==> config.mk <==
export PLATFORM = sky130hd
export DESIGN_NAME = tlb_reader
export DESIGN_NICKNAME = d
export VERILOG_FILES = /design/src/rtl/tlb_reader.sv
export SDC_FILE = /design/constraint.sdc
export NUM_CORES = 1
export LEC_CHECK = 0
export BUFFER_PORTS_ARGS = -buffer_cell sky130_fd_sc_hd__buf_4
export CORE_ASPECT_RATIO = 1.4
export CORE_UTILIZATION = 47
export DETAILED_ROUTE_END_ITERATION = 7
export GPL_ROUTABILITY_DRIVEN = 0
export HOLD_SLACK_MARGIN = 0.08
export PLACE_DENSITY_LB_ADDON = 0.1
export SLEW_MARGIN = 20
export SYNTH_ARGS = -nofsm -noshare
export SYNTH_HDL_FRONTEND = slang
export SYNTH_SLANG_ARGS = --single-unit
==> constraint.sdc <==
create_clock -name clk -period 3.4 [get_ports clk]
set_clock_uncertainty 0.15 [all_clocks]
set_input_delay 0.68 -clock clk [delete_from_list [all_inputs] [get_ports clk]]
set_output_delay 0.68 -clock clk [all_outputs]
set_load 0.01 [all_outputs]
==> src/rtl/tlb_reader.sv <==
// tlb_reader: services CP0 tlbr/tlbp requests against a 16-entry TLB array.
//   tlbr reads the indexed entry; tlbp scans entries 0..15 for a VPN2 match,
//   with the lowest matching index winning.
// Ports:
//   clk, rst              clock, synchronous active-high reset
//   req_valid/req_ready   request handshake (ready only in idle)
//   req_op                0 = tlbr, 1 = tlbp
//   req_index, req_vpn2   tlbr index / tlbp key
//   abort                 pipeline flush, cancels in-flight work
//   tlbwi                 array is being written this cycle
//   ent_idx, ent_data     array read port (combinational data)
//   resp_valid            one-cycle result strobe
//   resp_config           {entry[70:0], index[3:0]}
//   resp_probe_fail       tlbp found no match
module tlb_reader (
    input  logic        clk,
    input  logic        rst,
    input  logic        req_valid,
    input  logic        req_op,
    input  logic [3:0]  req_index,
    input  logic [18:0] req_vpn2,
    output logic        req_ready,
    input  logic        abort,
    input  logic        tlbwi,
    output logic [3:0]  ent_idx,
    input  logic [70:0] ent_data,
    output logic        resp_valid,
    output logic [74:0] resp_config,
    output logic        resp_probe_fail
);

    typedef enum logic [1:0] {StIdle, StRead, StScan, StResp} state_e;

    state_e      state_q, state_d;
    logic [3:0]  cnt_q, cnt_d;
    logic [3:0]  index_q, index_d;
    logic [18:0] vpn_q, vpn_d;
    logic [74:0] cfg_q, cfg_d;
    logic        fail_q, fail_d;

    logic accept;
    logic match;

    assign accept = (state_q == StIdle) && req_valid && !abort;
    // V/D bits live below bit 52, so only the VPN2 field takes part.
    assign match  = (ent_data[70:52] == vpn_q);

    // State register
    always_ff @(posedge clk) begin
        if (rst) begin
            state_q <= StIdle;
        end else begin
            state_q <= state_d;
        end
    end

    // Next-state logic: abort beats tlbwi beats normal progress.
    always_comb begin
        state_d = state_q;
        unique case (state_q)
            StIdle: begin
                if (accept) begin
                    state_d = req_op ? StScan : StRead;
                end
            end
            StRead: begin
                if (abort) begin
                    state_d = StIdle;
                end else if (!tlbwi) begin
                    state_d = StResp;
                end
            end
            StScan: begin
                if (abort) begin
                    state_d = StIdle;
                end else if (!tlbwi && (match || cnt_q == 4'd15)) begin
                    state_d = StResp;
                end
            end
            StResp: begin
                state_d = StIdle;
            end
            default: state_d = StIdle;
        endcase
    end

    // Outputs
    always_comb begin
        req_ready  = (state_q == StIdle) && !rst;
        resp_valid = (state_q == StResp) && !abort && !rst;
        ent_idx    = 4'd0;
        if (state_q == StRead) begin
            ent_idx = index_q;
        end else if (state_q == StScan) begin
            ent_idx = cnt_q;
        end
    end

    assign resp_config     = cfg_q;
    assign resp_probe_fail = fail_q;

    // Datapath next state
    always_comb begin
        cnt_d   = cnt_q;
        index_d = index_q;
        vpn_d   = vpn_q;
        cfg_d   = cfg_q;
        fail_d  = fail_q;
        if (accept) begin
            index_d = req_index;
            vpn_d   = req_vpn2;
            cnt_d   = 4'd0;
        end else if (!abort && !tlbwi && state_q == StRead) begin
            cfg_d  = {ent_data, index_q};
            fail_d = 1'b0;
        end else if (!abort && state_q == StScan) begin
            if (tlbwi) begin
                // Array changed under us: restart so the result reflects the new contents.
                cnt_d = 4'd0;
            end else if (match) begin
                cfg_d  = {ent_data, cnt_q};
                fail_d = 1'b0;
            end else if (cnt_q == 4'd15) begin
                cfg_d  = '0;
                fail_d = 1'b1;
            end else begin
                cnt_d = cnt_q + 4'd1;
            end
        end
    end

    always_ff @(posedge clk) begin
        if (rst) begin
            cnt_q   <= 4'd0;
            index_q <= 4'd0;
            vpn_q   <= 19'd0;
            cfg_q   <= 75'd0;
            fail_q  <= 1'b0;
        end else begin
            cnt_q   <= cnt_d;
            index_q <= index_d;
            vpn_q   <= vpn_d;
            cfg_q   <= cfg_d;
            fail_q  <= fail_d;
        end
    end

endmodule

After elaboration in Yosys (flattened, before gate mapping) --
Index checks and enable logic that the tools add are counted.
Word-level totals: register bits after elaboration 105, latch bits 0, RAM bits 0, memory bits (read-only) 0, bits of input ports 100, output and inout bits 82, logic and storage cells 62, memories 0
Cells by class: add/sub/neg operators 1, $mul 0, div/mod/pow operators 0, order comparisons 0, equality and inequality tests 11, shifts and indexed selects 0, multiplexer cells 22, bitwise gates (word level) 2, reduce and logical (&&, ||, !) cells 20
Operator list (count):
- $mux W75 | 5
- $mux W4 | 5
- $eq A19 B19 Y1 | 1
- $mux W2 | 6
- $logic_and A1 B1 Y1 | 9
- $pmux W2 S4 | 1
- $reduce_and A4 Y1 | 2
- $ne A2 B2 Y1 const B | 3
- $ne A3 B3 Y1 const B | 2
- $mux W1 | 5
- $add A4 B1 Y4 const B | 1
- $eq A2 B2 Y1 const B | 2
- $eq A4 B4 Y1 const B | 1
- $logic_not A1 Y1 | 3
- $reduce_and A3 Y1 | 1
- $reduce_bool A3 Y1 | 1
- $eq A2 B1 Y1 const B | 1
- $logic_not A2 Y1 | 1
- $ne A2 B1 Y1 const B | 1
- $not A1 Y1 | 2
- $reduce_bool A2 Y1 | 1
- $reduce_or A2 Y1 | 1
- $logic_or A1 B1 Y1 | 1

Longest topological paths before layout --
word-level depth 6, mapped depth 12, gate-level depth less buffers 8

Worst setup path after synthesis --
No wires, ideal clock.
path kind in2reg, start point in abort, end point reg cfg_q[65], in the netlist resp_config[65], setup time 0.117 ns, arrival 2.196 ns, setup slack 0.938 ns, cell stages on the path 8, buffers on the path 3, path through or3b_1 > buf_6 > a211oi_2 > and3_4 > buf_6 > nor3_2 > buf_2 > a22o_1
Between the ends: longest elaborated chain between the ends 5, elaborated cells between the ends (all ways) 11, those cells by class eq/ne (1); mux (1); bitwise (1); reduce/logical (8)
RTL lines:
- start: declaration | line 23 | input logic abort,
- $logic_not A1 Y1 (*) | line 44, 113, 116
- $logic_and A1 B1 Y1 (2 in a row) | line 113 | end else if (!abort && !tlbwi && state_q == StRead) begin
- $ne A2 B1 Y1 (no source line), or another cell as far along
- $reduce_and A4 Y1 (no source line)
- end signal: assignment | line 143 | cfg_q <= cfg_d;
- end: declaration | line 38 | logic [74:0] cfg_q, cfg_d;
Mark *: on every way between the ends. The rest lies on a longest branch, timed or not. A chain may end at the register's enable or synchronous reset.

Worst setup path after layout --
start point reg state_q[1], end point reg cfg_q[58], in the netlist resp_config[58]
Between the ends: longest elaborated chain between the ends 5, elaborated cells between the ends (all ways) 13, those cells by class eq/ne (3); mux (1); bitwise (1); reduce/logical (8)
RTL lines:
- start: declaration | line 34 | state_e state_q, state_d;
- start signal: assignment | line 51 | state_q <= StIdle;
- start signal: assignment | line 53 | state_q <= state_d;
- branches (longest 5 deep; another with $reduce_and A4 Y1)
Parallel ways; which one is timed is not known.

==> summary.txt <==
Status
  – Outcome: finished clean

Clock tree
  – Clk_lat worst skew: 0.34 ns
  – CTS Buf Count: 9
  – Clock Path Buffers: 2
  – Hold buffers post-CTS: 0
  – Clock Pin Slew Worst Setup and Hold Paths: about 0.07 ns
  – Post-CTS sizing: 0
  – Clock root buffer: clkbuf_16
  – # clock sinks: about 110
  – H-tree depth: 3
  – Setup repair bufs after CTS: 0
  – CTS tree: done

Floorplanning
  – Std cell rows: 40
  – Die area: about 9400 sq um
  – IO Count: roughly 180
  – Core Area: around 8700 sq um
  – Die height: roughly 110 um
  – Initial core utilization: between 40% and 50%
  – Die X: 82.3 um

Synth
  – Mapped cell area: approximately 4200 sq um
  – Post-synth top flop: dfxtp_1
  – Register area share after synthesis: approximately half
  – Post-Synthesis Cells: 502
  – #FFs+latches synth: 105
  – Synth warnings: 0
  – EDFF count, synth: 0
  – Syn Area/Cell: about 8.4 sq um
  – Netlist cell types: 40
  – Async S/R FF share, synth: 0%
  – Mapped Nets: approximately 600

Finish
  – Layout cells sized above 1: between 30% and 40%
  – Sequential standard cell area: 2100 sq um
  – Filler instances: 726
  – Antenna diode count: 0
  – Fin nets: 773
  – Syn-to-layout area delta: 40.7%
  – Most frequent cells in the layout: buf_4, nand2_1, dfxtp_1
  – Post-route cell area: about 6000 sq um
  – Commonest non-fill, non-tap cell in the layout: buf_4
  – Footprint of the multi-input gates: 1970 sq um

GRT
  – Largest net degree at the start of global routing: 56
  – Total congestion overflow: 0
  – First-pass GRT wire length: roughly 18 mm
  – Number of global-route vias before repair: 4000
  – Initial antenna violation count: 0
  – Total global-route track usage: between 20% and 30%

Worst setup path
  – Worst Setup End Kind: flip-flop
  – Crit Path Class: flip-flop to flip-flop
  – Reg2reg start: state_q[1]$_SDFFE_PP0P_
  – Setup crit start kind: flip-flop
  – Critical path origin: state_q[1]$_SDFFE_PP0P_
  – CP Max Fanout: 19
  – Crit path arrival time: roughly 3.1 ns
  – CP required: around 3.5 ns

Drt
  – Vias per inst: between 5 and 6
  – Detailed Routing Iterations Pass 1: 4
  – Initial DRC count: about 160
  – Final ANT Viol Nets: 0
  – WL per Instance: between 15 and 20 um
  – Final WL: 12.0 mm
  – Drc violations: 0
  – Routed via count: approximately 4200

STA
  – Final Max Slew Viols: 0
  – Final period utilization: 88.0%
  – Slew headroom: about two fifths
  – Slew @ Worst Pin: between 0.9 and 1 ns
  – Final Hold Fails: 0
  – Setup_tns: 0 ns
  – Fmax: 334 MHz
  – Endpoints failing setup: 0
  – RSZ-0062 raised after global routing: no
  – Min Tclk post-route: roughly 3.0 ns

Placement
  – Hpwl dp: around 8.4 mm
  – Placed cell areas: 5640 sq um
  – IO buf count: around 180

Power and ir drop
  – PwrDens: between 500 and 600 nW/um^2
  – Leak pwr: 2.45 nW
  – VDD IR-drop max: about 0.35 mV

Flow run
  – Max-cap violations: 0

Hold path
  – Worst min path class: flip-flop to flip-flop
  – Min-delay src: resp_config[35]$_SDFFE_PP0P_
## per-layer routing
| metal | wire length [um] | share of wire, % | up-vias | track usage [%] |
|---|---|---|---|---|
| met2 | 6030 | 50 | 146 | 42.4 |
| met5 | 0 | 0 | - | 0 |
| met3 | 869 | 7.2 | 24 | 6.22 |
| li1 | - | - | 2061 | - |
| met4 | 306 | 2.5 | 0 | 11.9 |
| met1 | 4830 | 40 | 1926 | 29.3 |
## sequential cells by signal (all words and copies together), names as in the netlist
name             cells
state_q              2
resp_config         75
vpn_q               19
resp_probe_fail      1
index_q              4
cnt_q                4
## final timing paths
kind	depth (start not counted)	slack [ns]	end
setup / recovery	7	0.41	resp_config[58]$_SDFFE_PP0P_
hold / removal	2	0.30	resp_config[35]$_SDFFE_PP0P_
setup reg to reg	7	0.41	resp_config[58]$_SDFFE_PP0P_
hold reg to reg	2	0.30	resp_config[35]$_SDFFE_PP0P_
## area by class of cell
type / count / area share (%)
sequential: 105 / 35.2
multi-input combinational: 356 / 32.9
timing repair buffer: 191 / 24.2
clock buffer: 11 / 4.07
tap: 105 / 2.20
clock inverter: 5 / 1.07
inverter: 4 / 0.252
## worst max-delay path, stage by stage, from the launching register on
cell	delay, ns
dfxtp_1	0.34
inv_1	0.11
ha_1	0.35
or3b_1	0.51
a211oi_2	0.50
and3_4	0.35
o21ba_2	0.43
a22o_1	0.20
## power by group
part	switching, mW	internal (mW)
Sequential	0.0616	1.32
Combinational	0.357	0.313
Clock	0.470	0.597
Total	0.889	2.23
## metrics by stage
step	setup WS (ns)	instances	hold slack, ns	util [%]	power (mW)
after detailed placement	0.348	760	0.294	65.2	2.07
after CTS	0.320	776	0.305	68.7	3.13
after global routing	0.265	777	0.317	68.9	3.27
after global placement	0.509	760	0.288	65.2	2.04
after floorplan	0.938	502	0.299	-	1.80
final	0.408	777	0.304	68.9	3.12
## kinds of logic (layout without fill, tap and decap cells)
family,after synthesis,after routing,synth area share [%]
AO/OA/AOI/OAI,174,175,23.3
XOR/XNOR,20,20,4.13
adder cells (fa/ha/maj),6,6,1.77
buffers and inverters,42,211,4.87
flip-flops,105,105,49.6
multiplexers,2,2,0.502
AND/OR/NAND/NOR,153,153,15.8
## Yosys cell counts (all sizes together), types with 5 or more instances
master  instances  area [sq um]
clkbuf         28           108
nand3           7          35.0
buf            10          83.8
dfxtp         105          2100
nand2         112           420
xnor2          20           175
nor3            6          35.0
a211oi          6          50.1
a21oi          83           415
nor2            5          18.8
nand4           5          31.3
o21ai          58           290
a22o           19           166
ha              6          75.1
Note: power is estimated with default switching activity, not from simulation.
